File: src/rtl/enigma_pkg.sv
`default_nettype none
// ============================================================================
// Module      : enigma_pkg
// Description : Shared constants and helpers for the Enigma cipher core:
//               wheel I/II/III wirings and inverses, reflector B, notches,
//               mod-26 arithmetic and the core FSM state type.
// Revision    : 1.0 - initial release
// ============================================================================
package enigma_pkg;

    localparam int ALPHA = 26;

    // Turnover letters: wheel II turns the left wheel at E, wheel III turns
    // the middle wheel at V. Wheel I's notch has no effect with three wheels.
    localparam logic [4:0] NOTCH_I   = 5'd16;
    localparam logic [4:0] NOTCH_II  = 5'd4;
    localparam logic [4:0] NOTCH_III = 5'd21;

    // Wheel I   : EKMFLGDQVZNTOWYHXUSPAIBRCJ
    localparam logic [4:0] WIRE_I [26] = '{
        5'd4,  5'd10, 5'd12, 5'd5,  5'd11, 5'd6,  5'd3,  5'd16, 5'd21, 5'd25, 5'd13, 5'd19, 5'd14,
        5'd22, 5'd24, 5'd7,  5'd23, 5'd20, 5'd18, 5'd15, 5'd0,  5'd8,  5'd1,  5'd17, 5'd2,  5'd9};
    localparam logic [4:0] WIRE_I_INV [26] = '{
        5'd20, 5'd22, 5'd24, 5'd6,  5'd0,  5'd3,  5'd5,  5'd15, 5'd21, 5'd25, 5'd1,  5'd4,  5'd2,
        5'd10, 5'd12, 5'd19, 5'd7,  5'd23, 5'd18, 5'd11, 5'd17, 5'd8,  5'd13, 5'd16, 5'd14, 5'd9};

    // Wheel II  : AJDKSIRUXBLHWTMCQGZNPYFVOE
    localparam logic [4:0] WIRE_II [26] = '{
        5'd0,  5'd9,  5'd3,  5'd10, 5'd18, 5'd8,  5'd17, 5'd20, 5'd23, 5'd1,  5'd11, 5'd7,  5'd22,
        5'd19, 5'd12, 5'd2,  5'd16, 5'd6,  5'd25, 5'd13, 5'd15, 5'd24, 5'd5,  5'd21, 5'd14, 5'd4};
    localparam logic [4:0] WIRE_II_INV [26] = '{
        5'd0,  5'd9,  5'd15, 5'd2,  5'd25, 5'd22, 5'd17, 5'd11, 5'd5,  5'd1,  5'd3,  5'd10, 5'd14,
        5'd19, 5'd24, 5'd20, 5'd16, 5'd6,  5'd4,  5'd13, 5'd7,  5'd23, 5'd12, 5'd8,  5'd21, 5'd18};

    // Wheel III : BDFHJLCPRTXVZNYEIWGAKMUSQO
    localparam logic [4:0] WIRE_III [26] = '{
        5'd1,  5'd3,  5'd5,  5'd7,  5'd9,  5'd11, 5'd2,  5'd15, 5'd17, 5'd19, 5'd23, 5'd21, 5'd25,
        5'd13, 5'd24, 5'd4,  5'd8,  5'd22, 5'd6,  5'd0,  5'd10, 5'd12, 5'd20, 5'd18, 5'd16, 5'd14};
    localparam logic [4:0] WIRE_III_INV [26] = '{
        5'd19, 5'd0,  5'd6,  5'd1,  5'd15, 5'd2,  5'd18, 5'd3,  5'd16, 5'd4,  5'd20, 5'd5,  5'd21,
        5'd13, 5'd25, 5'd7,  5'd24, 5'd8,  5'd23, 5'd9,  5'd22, 5'd11, 5'd17, 5'd10, 5'd14, 5'd12};

    // Reflector B : YRUHQSLDPXNGOKMIEBFZCWVJAT
    localparam logic [4:0] REFLECTOR_B [26] = '{
        5'd24, 5'd17, 5'd20, 5'd7,  5'd16, 5'd18, 5'd11, 5'd3,  5'd15, 5'd23, 5'd13, 5'd6,  5'd14,
        5'd10, 5'd12, 5'd8,  5'd4,  5'd1,  5'd5,  5'd25, 5'd2,  5'd22, 5'd21, 5'd9,  5'd0,  5'd19};

    typedef enum logic [1:0] {
        WHEEL_I   = 2'd0,
        WHEEL_II  = 2'd1,
        WHEEL_III = 2'd2
    } wheel_t;

    typedef enum logic [1:0] {
        IDLE = 2'd0,
        STEP = 2'd1,
        SUB  = 2'd2,
        DONE = 2'd3
    } state_t;

    // (a + b) mod 26 for operands already in 0..25
    function automatic logic [4:0] mod26_add(input logic [4:0] a, input logic [4:0] b);
        logic [5:0] sum;
        sum = {1'b0, a} + {1'b0, b};
        if (sum >= 6'(ALPHA)) begin
            sum = sum - 6'(ALPHA);
        end
        return sum[4:0];
    endfunction

    // (a - b) mod 26 for operands already in 0..25; the 5-bit wrap of a+26
    // cancels out because the final result always lies in 1..25
    function automatic logic [4:0] mod26_sub(input logic [4:0] a, input logic [4:0] b);
        if (a < b) begin
            return a + 5'(ALPHA) - b;
        end
        return a - b;
    endfunction

endpackage
`default_nettype wire

File: src/rtl/enigma_rotor_map.sv
`default_nettype none
// ============================================================================
// Module      : enigma_rotor_map
// Description : Combinational single-wheel substitution. Offsets the letter
//               by the wheel position, looks up the forward or inverse
//               wiring, and removes the offset again.
// Revision    : 1.0 - initial release
// ============================================================================
module enigma_rotor_map
    import enigma_pkg::*;
(
    input  logic [4:0] i_letter,
    input  logic [4:0] i_pos,
    input  wheel_t     i_wheel,
    input  logic       i_backward,
    output logic [4:0] o_letter
);

    logic [4:0] w_contact;
    logic [4:0] w_wired;

    // Select the wiring table for the requested wheel and direction
    always_comb begin
        w_contact = mod26_add(i_letter, i_pos);
        case (i_wheel)
            WHEEL_I:  w_wired = i_backward ? WIRE_I_INV[w_contact]  : WIRE_I[w_contact];
            WHEEL_II: w_wired = i_backward ? WIRE_II_INV[w_contact] : WIRE_II[w_contact];
            default:  w_wired = i_backward ? WIRE_III_INV[w_contact] : WIRE_III[w_contact];
        endcase
    end

    assign o_letter = mod26_sub(w_wired, i_pos);

endmodule
`default_nettype wire

File: src/rtl/enigma_core.sv
`default_nettype none
// ============================================================================
// Module      : enigma_core
// Description : Three-wheel Enigma I cipher (wheels I-II-III, reflector B,
//               rings at A, no plugboard). One letter per handshake, stepped
//               and then substituted one wheel per cycle; 8-cycle latency.
// Revision    : 1.0 - initial release
// ============================================================================
module enigma_core
    import enigma_pkg::*;
(
    input  logic        clk_in,
    input  logic        rst_in,
    input  logic        data_valid_in,
    input  logic [4:0]  data_in,
    output logic        ready_out,
    input  logic        load_valid_in,
    input  logic [14:0] pos_in,
    output logic        data_valid_out,
    output logic [4:0]  data_out,
    output logic [14:0] pos_out
);

    state_t     r_state;
    logic [2:0] r_idx;
    logic [4:0] r_c;
    logic [4:0] r_pos_l;
    logic [4:0] r_pos_m;
    logic [4:0] r_pos_r;
    logic [4:0] r_data_out;
    logic       r_data_valid;

    logic [4:0] w_map_pos;
    wheel_t     w_map_wheel;
    logic       w_map_back;
    logic [4:0] w_map_out;
    logic [4:0] w_sub_next;

    // Out-of-range start positions are forced to A
    function automatic logic [4:0] clamp_letter(input logic [4:0] v);
        return (v < 5'(ALPHA)) ? v : 5'd0;
    endfunction

    // Route the shared wheel mapper: R, M, L forward then L, M, R backward
    always_comb begin
        w_map_pos   = r_pos_r;
        w_map_wheel = WHEEL_III;
        w_map_back  = 1'b0;
        case (r_idx)
            3'd1: begin w_map_pos = r_pos_m; w_map_wheel = WHEEL_II; end
            3'd2: begin w_map_pos = r_pos_l; w_map_wheel = WHEEL_I;  end
            3'd4: begin w_map_pos = r_pos_l; w_map_wheel = WHEEL_I;  w_map_back = 1'b1; end
            3'd5: begin w_map_pos = r_pos_m; w_map_wheel = WHEEL_II; w_map_back = 1'b1; end
            3'd6: begin w_map_back = 1'b1; end
            default: ;
        endcase
    end

    enigma_rotor_map u_rotor_map (
        .i_letter   (r_c),
        .i_pos      (w_map_pos),
        .i_wheel    (w_map_wheel),
        .i_backward (w_map_back),
        .o_letter   (w_map_out)
    );

    // Middle substitution slot is the reflector, read directly
    assign w_sub_next = (r_idx == 3'd3) ? REFLECTOR_B[r_c] : w_map_out;

    // Control FSM, rotor stepping and registered cipher output
    always_ff @(posedge clk_in or posedge rst_in) begin
        if (rst_in) begin
            r_state      <= IDLE;
            r_idx        <= 3'd0;
            r_c          <= 5'd0;
            r_pos_l      <= 5'd0;
            r_pos_m      <= 5'd0;
            r_pos_r      <= 5'd0;
            r_data_out   <= 5'd0;
            r_data_valid <= 1'b0;
        end else begin
            r_data_valid <= 1'b0;
            case (r_state)
                IDLE: begin
                    if (load_valid_in) begin
                        r_pos_l <= clamp_letter(pos_in[14:10]);
                        r_pos_m <= clamp_letter(pos_in[9:5]);
                        r_pos_r <= clamp_letter(pos_in[4:0]);
                    end else if (data_valid_in && (data_in < 5'(ALPHA))) begin
                        r_c     <= data_in;
                        r_state <= STEP;
                    end
                end
                STEP: begin
                    // Decisions use pre-step positions; M==E gives the double step
                    r_pos_r <= mod26_add(r_pos_r, 5'd1);
                    if ((r_pos_r == NOTCH_III) || (r_pos_m == NOTCH_II)) begin
                        r_pos_m <= mod26_add(r_pos_m, 5'd1);
                    end
                    if (r_pos_m == NOTCH_II) begin
                        r_pos_l <= mod26_add(r_pos_l, 5'd1);
                    end
                    r_idx   <= 3'd0;
                    r_state <= SUB;
                end
                SUB: begin
                    r_c <= w_sub_next;
                    if (r_idx == 3'd6) begin
                        r_data_out   <= w_sub_next;
                        r_data_valid <= 1'b1;
                        r_state      <= DONE;
                    end else begin
                        r_idx <= r_idx + 3'd1;
                    end
                end
                default: begin
                    r_state <= IDLE;
                end
            endcase
        end
    end

    assign ready_out      = (r_state == IDLE) && !load_valid_in;
    assign data_valid_out = r_data_valid;
    assign data_out       = r_data_out;
    assign pos_out        = {r_pos_l, r_pos_m, r_pos_r};

endmodule
`default_nettype wire
File: config.mk
export PLATFORM = sky130hd
export DESIGN_NAME = enigma_core
export DESIGN_NICKNAME = d
export VERILOG_FILES = /design/src/rtl/enigma_pkg.sv /design/src/rtl/enigma_rotor_map.sv /design/src/rtl/enigma_core.sv
export SDC_FILE = /design/constraint.sdc
export NUM_CORES = 1
export LEC_CHECK = 0
export CORE_UTILIZATION = 45
export CTS_BUF_LIST = sky130_fd_sc_hd__clkbuf_4 sky130_fd_sc_hd__clkbuf_8
export DETAILED_ROUTE_END_ITERATION = 7
export SLEW_MARGIN = 20
export SYNTH_ARGS = -nofsm -noshare
export SYNTH_HDL_FRONTEND = slang
export SYNTH_SLANG_ARGS = --single-unit
File: constraint.sdc
create_clock -name clk_in -period 8.3 [get_ports clk_in]
set_input_delay 0.83 -clock clk_in [delete_from_list [all_inputs] [get_ports clk_in]]
set_output_delay 0.83 -clock clk_in [all_outputs]
set_load 0.1 [all_outputs]
[Word level (Yosys, flattened, before mapping)]
Memories as Yosys holds them, arrays and structs flattened.
Index checks and enable logic that the tools add are counted.
Storage, ports and cells
  memory bits (read-only): 1120
  output and inout bits: 22
  bits of input ports: 24
  register bits: 31
  logic and storage cells: 128
  memories: 7
Cells by class
  magnitude comparators: 11
  multiplexer cells: 51
  $add $sub $neg: 12
  bitwise gates (word level): 2
  equal/unequal tests: 18
  reductions and logical operators: 19
Memories
  (no name shown): words 32, width 5, rd ports 1, clocked after memory_dff 0, write ports 0, line enigma_rotor_map.sv:26  | WHEEL_I: w_wired = i_backward ? WIRE_I_INV[w_contact] : WIRE_I[w_contact];
  (no name shown): words 32, width 5, rd ports 1, clocked after memory_dff 0, write ports 0, line enigma_rotor_map.sv:28  | default: w_wired = i_backward ? WIRE_III_INV[w_contact] : WIRE_III[w_contact];
  (no name shown): words 32, width 5, rd ports 1, clocked after memory_dff 0, write ports 0, line enigma_rotor_map.sv:28
  (no name shown): words 32, width 5, rd ports 1, clocked after memory_dff 0, write ports 0, line enigma_rotor_map.sv:27  | WHEEL_II: w_wired = i_backward ? WIRE_II_INV[w_contact] : WIRE_II[w_contact];
  (no name shown): words 32, width 5, rd ports 1, clocked after memory_dff 0, write ports 0, line enigma_rotor_map.sv:27
  (no name shown): words 32, width 5, rd ports 1, clocked after memory_dff 0, write ports 0, line enigma_rotor_map.sv:26
  1 more memories
Operators with widths (number)
  $mux 5: 34
  $pmux 5 s2: 6
  $ge 6x5->1 const B: 4
  $lt 5x5->1 const B: 4
  $sub 5x5->5 const B: 4
  $add 5x1->6 const B: 3
  $ne 2x2->1 const B: 7
  $ge 6x6->1 const B: 2
  $not 5->6: 2
  $reduce_and 3->1: 4
  $sub 5x5->5: 2
  $eq 3x3->1 const B: 3
  $add 5x5->6: 1
  $eq 3x2->1 const B: 2
  $mux 2: 3
  $pmux 2 s3: 1
  $pmux 3 s2: 1
  $reduce_and 2->1: 3
  $reduce_bool 2->1: 3
  $add 5x5->5 const B: 1
  $eq 5x3->1 const B: 1
  $eq 5x5->1 const B: 1
  $lt 5x5->1: 1
  $eq 2x1->1 const B: 2
  12 further kinds: 18

[Logic depth before layout (Yosys ltp)]
  word-level depth: 18
  depth in mapped cells: 34
  gate-level depth less buffers: 32

[By module]
Synthesis repeated with hierarchy kept, for this count alone.
Second synthesis, totals
  cells, all modules: 755
  area, all modules: 5586.6 sq um
By module, submodules not included
  enigma_core: seq. area each 775.7 sq um, times used 1, cells each 396, area an instance 3108.0 sq um
  enigma_rotor_map: seq. area each 0.0 sq um, times used 1, cells each 359, area an instance 2478.6 sq um

[Worst setup path after synthesis]
OpenSTA, ideal clock, no wires.
  path kind: register -> register
  start point: reg r_idx[0]
  end point: reg r_c[3]
  arrival time: 6730 ps
  setup slack: 1446 ps
  period minus slack after synthesis: 6854 ps
  buffers on the path: 3
  required time: 8175 ps
  cell stages (with the launch flop): 33
  setup time: 125 ps
  cells stage by stage: dfrtp_1 > inv_1 > ha_1 > mux2_2 > or2_2 > o21ai_0 > ha_1 > inv_1 > fa_1 > clkbuf_1 > inv_1 > o32a_1 > nand2_1 > o21ai_0 > xnor2_1 > ha_1 > clkbuf_1 > a21oi_1 > nand2b_1 > a211oi_1 > o311ai_0 > o211a_1 > ha_1 > nor2b_1 > o21ai_0 > a21oi_1 > o21ai_0 > nand2b_1 > clkbuf_1 > mux2i_1 > o21ai_0 > o21ai_0 > mux2_2
Between the ends
  longest elaborated chain between the ends: 18
  elaborated cells on any way between the ends: 50
  those cells by class: 5 x add/sub; 2 x order compare; 7 x eq/ne; 25 x mux; 1 x bitwise; 4 x reduce/logical; 6 x memory
RTL lines
  start, declared: line enigma_core.sv:25  | logic [2:0] r_idx;
  start signal, assigned: line enigma_core.sv:113  | r_idx <= r_idx + 3'd1;
  $eq 3x3->1, or another cell as far along: line enigma_core.sv:49  | case (r_idx)
  $reduce_or 2->1 (no line)
  $pmux 5 s2: line enigma_core.sv:49
  $add 5x5->6: line enigma_pkg.sv:64  | sum = {1'b0, a} + {1'b0, b};
  $sub 5x5->5 or $ge 6x5->1 (tied branches): line enigma_pkg.sv:66, enigma_pkg.sv:65
  $mux 5: line enigma_pkg.sv:65  | if (sum >= 6'(ALPHA)) begin
  $not 5->6 (not written as such): line enigma_rotor_map.sv:26, enigma_rotor_map.sv:27, enigma_rotor_map.sv:28
  $mem_v2 32x5 (on tied branches)
  $mux 5 (on tied branches) (3 in a row): line enigma_rotor_map.sv:28, enigma_rotor_map.sv:26, enigma_rotor_map.sv:27
  $pmux 5 s2: line enigma_rotor_map.sv:25  | case (i_wheel)
  $add 5x5->5: line enigma_pkg.sv:75  | return a + 5'(ALPHA) - b;
  $sub 5x5->5: line enigma_pkg.sv:75
  $mux 5: line enigma_pkg.sv:74  | if (a < b) begin
  $mux 5: line enigma_pkg.sv:77  | return a - b;
  $mux 5 (*): line enigma_core.sv:68  | assign w_sub_next = (r_idx == 3'd3) ? REFLECTOR_B[r_c] : w_map_out;
  $pmux 5 s2 (*): line enigma_core.sv:83  | case (r_state)
  end signal, assigned: line enigma_core.sv:90  | r_c <= data_in;
  end signal, assigned: line enigma_core.sv:107  | r_c <= w_sub_next;
  end, declared: line enigma_core.sv:26  | logic [4:0] r_c;
Mark *: on every way between the ends. The rest lies on a longest branch, timed or not. The select of a mux whose other input is x is not followed.
A chain may end at the register's enable or synchronous reset.

[Worst setup path after layout]
Same ends and word-level chain as after synthesis.

==> out/metrics.yaml <==
global_route:
  overflow: 0
  grt_pass1_vias: 5047
  grt.total_usage: 0.288
  antenna_found_initial: 0
  grt_max_degree: 38
  grt_first_pass_wirelength_um: 26300
route:
  drc: 0
  routedWlPerCell_um: 19.4
  first_iter_violations: 468
  drt-total-wl_um: 16100
  post_drt_via_cell_ratio: 6.42
  dr_total_vias: 5312
  detail-route-antenna-nets: 0
  dr.pass1.iters: 6
final_layout:
  final_cells: 828
  antenna_cells: 0
  area_growth_pct: 12.2
  layout.nets: 769
  regArea_sq_um: 776
  nFillCells: 1074
  drive_above_1_share: 0.0640
  multi_input_area_sq_um: 3890
  design_area_sq_um: 5650
floorplan:
  die_h_um: 108
  start_util: 0.463
  ios: 46
  rows: 38
  die_x_um: 108
  core_area_sq_um: 10900
  die_area_sq_um: 11600
logic_synthesis:
  synth.area.top_cells: "dfrtp_1 (15%), ha_1 (13%), a21oi_1 (5.7%), o21ai_0 (5.6%), nand2_1 (4.8%)"
  synth_flop_cell: "dfrtp_1"
  ys_ff_latch: 31
  ys_seq_area_frac: 0.154
  synthCells: 666
  syn_avg_cell_area_sq_um: 7.56
  synth_nets: 748
  synth_top_family_by_area: "compound AO/OA/AOI/OAI gates"
  synth_cell_types: 82
  synthArstFlopShare: 1.00
  synth_warnings: 0
  synth_top_area_cell: "dfrtp_1"
  synth-simple-area-share: 0.164
  muxShareOfSynthArea: 0.0522
  synth_area_sq_um: 5040
  synth_top_area_frac: 0.154
  synth_edf_count: 0
  synthXorXnorAreaFrac: 0.0522
  synth_compound_area_frac: 0.354
  synth_fa_ha_area_frac: 0.150
cts:
  cts_tree: "done"
  cts-htree-levels: 2
  cts.sinks: 31
  postCtsHoldBufs: 0
  clk_latency_ns: 0.30
  postCtsSetupBuffers: 0
  cts_root_buf: "clkbuf_8"
  clock_path_buffers: 2
  clkTransAtPathRegs_ns: 0.07
  post_cts_resize_count: 0
  cts_buffers: 5
place:
  dp_hpwl_um: 12000
  place_inst: 820
  place.gp.congestion: 0.970
  port_buffers: 45
  post_dp_cell_area_sq_um: 5560
sta:
  finClkSkew_ns: 0.00932
  fmax_ghz: 0.129
  worst_pin_slew_ns: 1.02
  finalSetupViolations: 0
  grt_setup_unrepaired: "no"
  drv_slew: 0
  tns_ns: 0
  hold_viol_final: 0
  finalCritPeriodShare: 0.936
  min_period_ns: 7.77
  relSlewSlack: 0.320
worst_setup_path:
  crit_fanout: 28
  crit_path_end_kind: "register"
  cp-start-kind: "register"
  path_delay_family: "compound AO/OA/AOI/OAI gates"
  crit_type: "reg -> reg"
  worstPathArrival_ns: 7.95
  cpMostUsedCell: "o21ai_0"
  required_ns: 8.48
  crit_buf_inv: 4
  cp_slowest_stage_delay_ns: 0.49
  cp_slowest_cell: "o311ai_1"
status:
  status: "finished, final reports clean"
hold_path:
  hold_path.class: "reg -> reg"
flow_run:
  drv_cap: 0
## worst paths after layout
check / startpoint / cells past startpoint / end / slack (ns)
max: r_idx[0]$_DFFE_PP0P_ / 29 / r_c[3]$_DFFE_PP0P_ / 0.53
min: data_out[1]$_DFFE_PP0P_ / 2 / data_out[1]$_DFFE_PP0P_ / 0.49
max reg2reg: r_idx[0]$_DFFE_PP0P_ / 29 / r_c[3]$_DFFE_PP0P_ / 0.53
min reg2reg: data_out[1]$_DFFE_PP0P_ / 2 / data_out[1]$_DFFE_PP0P_ / 0.49
max in group asynchronous: rst_in / 3 / r_pos_l[3]$_DFFE_PP0P_ / 6.94
min in group asynchronous: rst_in / 2 / data_valid_out$_DFF_PP0_ / 0.74
## tightest hold or removal path, delay by kind of cell (launching register included)
family,cells,cell delay [ns]
DFF,1,0.35
AOI/OAI and AO/OA,1,0.06
and+or+nand+nor,1,0.05
## routing by layer
layer,share of wire,GRT usage,vias up,wire [um]
li1,-,-,2522,-
met1,0.44,0.388,2471,7050
met2,0.44,0.451,266,7130
met3,0.083,0.0508,53,1340
met4,0.036,0.118,0,576
met5,0,0,-,0
## stage by stage
| step | setup WS (ns) | utilization | hold WS, ns |
|---|---|---|---|
| 2_1_floorplan | 1.45 | - | 0.516 |
| 3_3_place_gp | 0.881 | 0.511 | 0.475 |
| 3_5_place_dp | 0.666 | 0.511 | 0.476 |
| 4_1_cts | 0.533 | 0.519 | 0.503 |
| 5_1_grt | 0.0910 | 0.519 | 0.541 |
| 6_report | 0.534 | 0.519 | 0.493 |
## state kept, by name (all words and copies together) (netlist names)
register / flops
r_idx: 3
r_pos_l: 5
r_pos_r: 5
r_c: 5
r_state: 2
r_pos_m: 5
data_out: 5
data_valid_out: 1
## synthesized netlist by cell type, drive strengths merged (4+ instances only)
cell and number:
o211ai 21, xnor2 21, buf 13, a22oi 8, o21a 7, o211a 4, a32oi 5, nor2b 5
a221o 4, and2 6, a31oi 16, nand2 64, a211oi 6, o22ai 4, dfrtp 31, clkbuf 29
nor3 9, a21o 6, a221oi 7, o21ai 59, nor2 41, inv 47, fa 4, mux2i 18
o221ai 5, o311ai 7, nand2b 7, o31ai 5, a21oi 57, xor2 6, ha 54, nand3 33
## cell usage in the layout (no fill, tap or decap), types with 5 or more instances in the layout
| cell type | netlist | layout |
|---|---|---|
| nand2_1 | 64 | 64 |
| a21oi_1 | 57 | 57 |
| o21ai_0 | 56 | 56 |
| ha_1 | 54 | 54 |
| inv_1 | 46 | 46 |
| clkdlybuf4s50_1 | 0 | 45 |
| nor2_1 | 38 | 38 |
| nand3_1 | 33 | 33 |
| dfrtp_1 | 31 | 31 |
| xnor2_1 | 19 | 19 |
| o211ai_1 | 19 | 19 |
| mux2i_1 | 17 | 17 |
| a31oi_1 | 16 | 16 |
| buf_4 | 2 | 11 |
| nor3_1 | 9 | 9 |
| a22oi_1 | 8 | 8 |
| o21a_1 | 7 | 7 |
| a221oi_1 | 7 | 7 |
| nand2b_1 | 7 | 7 |
| xor2_1 | 6 | 6 |
| a21o_1 | 6 | 6 |
| and2_1 | 5 | 5 |
| nor2b_1 | 5 | 5 |
| o221ai_1 | 5 | 5 |
| a32oi_1 | 5 | 5 |
| o31ai_1 | 5 | 5 |
| o311ai_0 | 6 | 5 |
| a211oi_1 | 5 | 5 |
| clkbuf_8 | 0 | 5 |
## cell families (layout without fill, tap and decap cells)
kind of cell    Yosys count  after routing
compound gates          259            259
simple gates            178            178
buf+inv                  90            112
fa+ha+maj                58             58
flops                    31             31
xor+xnor                 27             27
mux                      23             23
## area by class of cell
| cell class | instances | area share |
|---|---|---|
| Inverter | 48 | 0.0323 |
| Clock buffer | 7 | 0.0148 |
| Timing Repair Buffer | 56 | 0.0943 |
| Multi-Input combinational cell | 545 | 0.689 |
| Tap cell | 140 | 0.0310 |
| Sequential cell | 31 | 0.137 |
| Clock inverter | 1 | 0.000886 |
Power is left out: the tool's default activity adds up to more than one toggle a clock period on the data nets, which glitch-free logic cannot reach.
==> RTL edit (same flow settings) <==
Reset style: synchronous (`rst_in`), changed in one clocked block.
--- a/src/rtl/enigma_core.sv
+++ b/src/rtl/enigma_core.sv
@@ -68,7 +68,7 @@
     assign w_sub_next = (r_idx == 3'd3) ? REFLECTOR_B[r_c] : w_map_out;
 
     // Control FSM, rotor stepping and registered cipher output
-    always_ff @(posedge clk_in or posedge rst_in) begin
+    always_ff @(posedge clk_in) begin
         if (rst_in) begin
             r_state      <= IDLE;
             r_idx        <= 3'd0;
Function: differs if rst_in is asserted again (counterexample within 4 cycles, from zero or initial values and one cycle with rst_in high); with rst_in held inactive, the same outputs for 10 cycles.
==> RTL edit against the original RTL <==
  * Setup slack improved by 0.17 ns
  * Die area decreased by 0.90%
  * Sequential cell count unchanged
  * Area after synthesis decreased by 0.92%
  * Design area decreased by 2.4%
  * Final cell count increased by 1.1%
  * Wire length decreased by 6.5%
  * Non-clock buffer count decreased by 4
  * Clock skew increased by 0.0018 ns
Power is not shown: default switching activity piles up to over one toggle a cycle in this logic, so the estimate is an artifact.
==> RTL edit: results (changes against the original RTL) <==
Synthesis
  – Asr flop ratio synth: 0 (was 1.000)
  – XOR/XNOR share of the synthesized area: 0.04362 (was 0.05216)
  – Top post-synthesis cells by area: ha_1, dfxtp_1, a21oi_1, nor2_1, o21ai_0 (was dfrtp_1, ha_1, a21oi_1, o21ai_0, nand2_1)
  – Main synth FF type: dfxtp_1 (was dfrtp_1)
  – Sequential element share of the synthesized area: 0.1243 (was 0.1540)
  – Syn_nets: 766 (was 748)

GRT
  – Vias in the first global route: 4915 (was 5047)
  – Largest net degree at the start of global routing: 43 (was 38)
  – First-pass GRT wire length: 25.04 mm (was 26.34 mm)
  – Tot GR Track Use: 0.2700 (was 0.2879)

Drt
  – 1st-pass router iterations: 5 (was 6)
  – Drt total wl: 15.04 mm (was 16.08 mm)
  – DRT iter0 DRCs: 454 (was 468)
  – Via Count: 5212 (was 5312)

Finish
  – Share of cells above drive strength 1: 0.07891 (was 0.06395)
  – Nets@finish: 778 (was 769)

Setup path
  – RR Startpoint: r_idx[0]$_SDFFE_PP0P_ (was r_idx[0]$_DFFE_PP0P_)
  – Crit-path max cell delay: 0.47 ns (was 0.49 ns)
  – Reg2Reg Depth: 30 (was 29)
  – Worst path arrival time: 7.80 ns (was 7.95 ns)
  – Reg2reg setup slack: 0.70 ns (was 0.53 ns)
  – Highest net fanout along the worst path: 13 (was 28)
  – Slowest cell on the critical path: fa_1 (was o311ai_1)
  – CP endpoint: r_c[4]$_SDFFE_PP0P_ (was r_c[3]$_DFFE_PP0P_)

STA
  – Slew @ Worst Pin: 1.013 ns (was 1.017 ns)
  – Clock skew: 0.01109 ns (was 0.009320 ns)

Place
  – Final GP Congestion: 0.9588 (was 0.9699)
  – Placed cell areas: 0.005413 sq mm (was 0.005562 sq mm)

Outcome
  – Status: completed (unchanged)
RTL edit: changes by cell type after synthesis, sizes merged, moves of 10 or more:
cell,delta
dfxtp,+31
nand3,-18
nor2,+39
dfrtp,-31
o211ai,-10
a211oi,+24
RTL edit: worst min-delay path by stage:
stage,slack [ns],start,to
2_1_floorplan,0.47,r_state[0]$_SDFFE_PP0P_,r_state[0]$_SDFFE_PP0P_
3_3_place_gp,0.45,data_out[2]$_SDFFE_PP0P_,data_out[2]$_SDFFE_PP0P_
3_5_place_dp,0.45,data_out[3]$_SDFFE_PP0P_,data_out[3]$_SDFFE_PP0P_
4_1_cts,0.46,data_out[3]$_SDFFE_PP0P_,data_out[3]$_SDFFE_PP0P_
5_1_grt,0.49,data_out[3]$_SDFFE_PP0P_,data_out[3]$_SDFFE_PP0P_
6_report,0.45,data_out[3]$_SDFFE_PP0P_,data_out[3]$_SDFFE_PP0P_
RTL edit: metal layers:
metal,up-vias,routed length (microns),track usage
met3,35,843,0.02542
met4,0,502,0.1164
met1,2438,6699,0.3583
met2,197,6998,0.4447
met5,-,0,0
li1,2542,-,-
RTL edit: logic make-up after synthesis:
| kind of cell | Yosys count |
|---|---|
| AOI/OAI and AO/OA | 249 |
| and+or+nand+nor | 211 |
| buffers and inverters | 89 |
| adders and majority gates | 58 |
| DFF | 31 |
| muxes | 25 |
| xor gates and xnor gates | 21 |
RTL edit: layout make-up:
class / count / area [sq um]
Multi-Input combinational cell: 564 / 3959
Inverter: 42 / 160.2
Sequential cell: 31 / 620.6
Clock buffer: 7 / 96.34
Fill cell: 1080 / 5324
Clock inverter: 1 / 7.507
Tap cell: 140 / 175.2
Timing Repair Buffer: 52 / 498.0
RTL edit: per-stage QoR:
| step | hold slack (ns) | setup slack, ns | instances |
|---|---|---|---|
| finish | 0.4545 | 0.7007 | 837 |
| global route | 0.4889 | 0.2132 | 837 |
| CTS | 0.4569 | 0.7466 | 837 |
| detailed placement | 0.4475 | 0.7846 | 829 |
| global placement | 0.4471 | 0.9027 | 829 |
| floorplan | 0.4658 | 1.752 | 684 |
RTL edit: critical path: cells and delay by family, from the launching register on:
family                   cells  cell delay, ns
AO/OA/AOI/OAI                9            2.33
XOR/XNOR                     3            0.50
buffers and inverters        3            0.51
flip-flops                   1            0.36
multiplexers                 4            0.76
AND/OR/NAND/NOR              6            1.22
adder cells (fa/ha/maj)      5            1.82
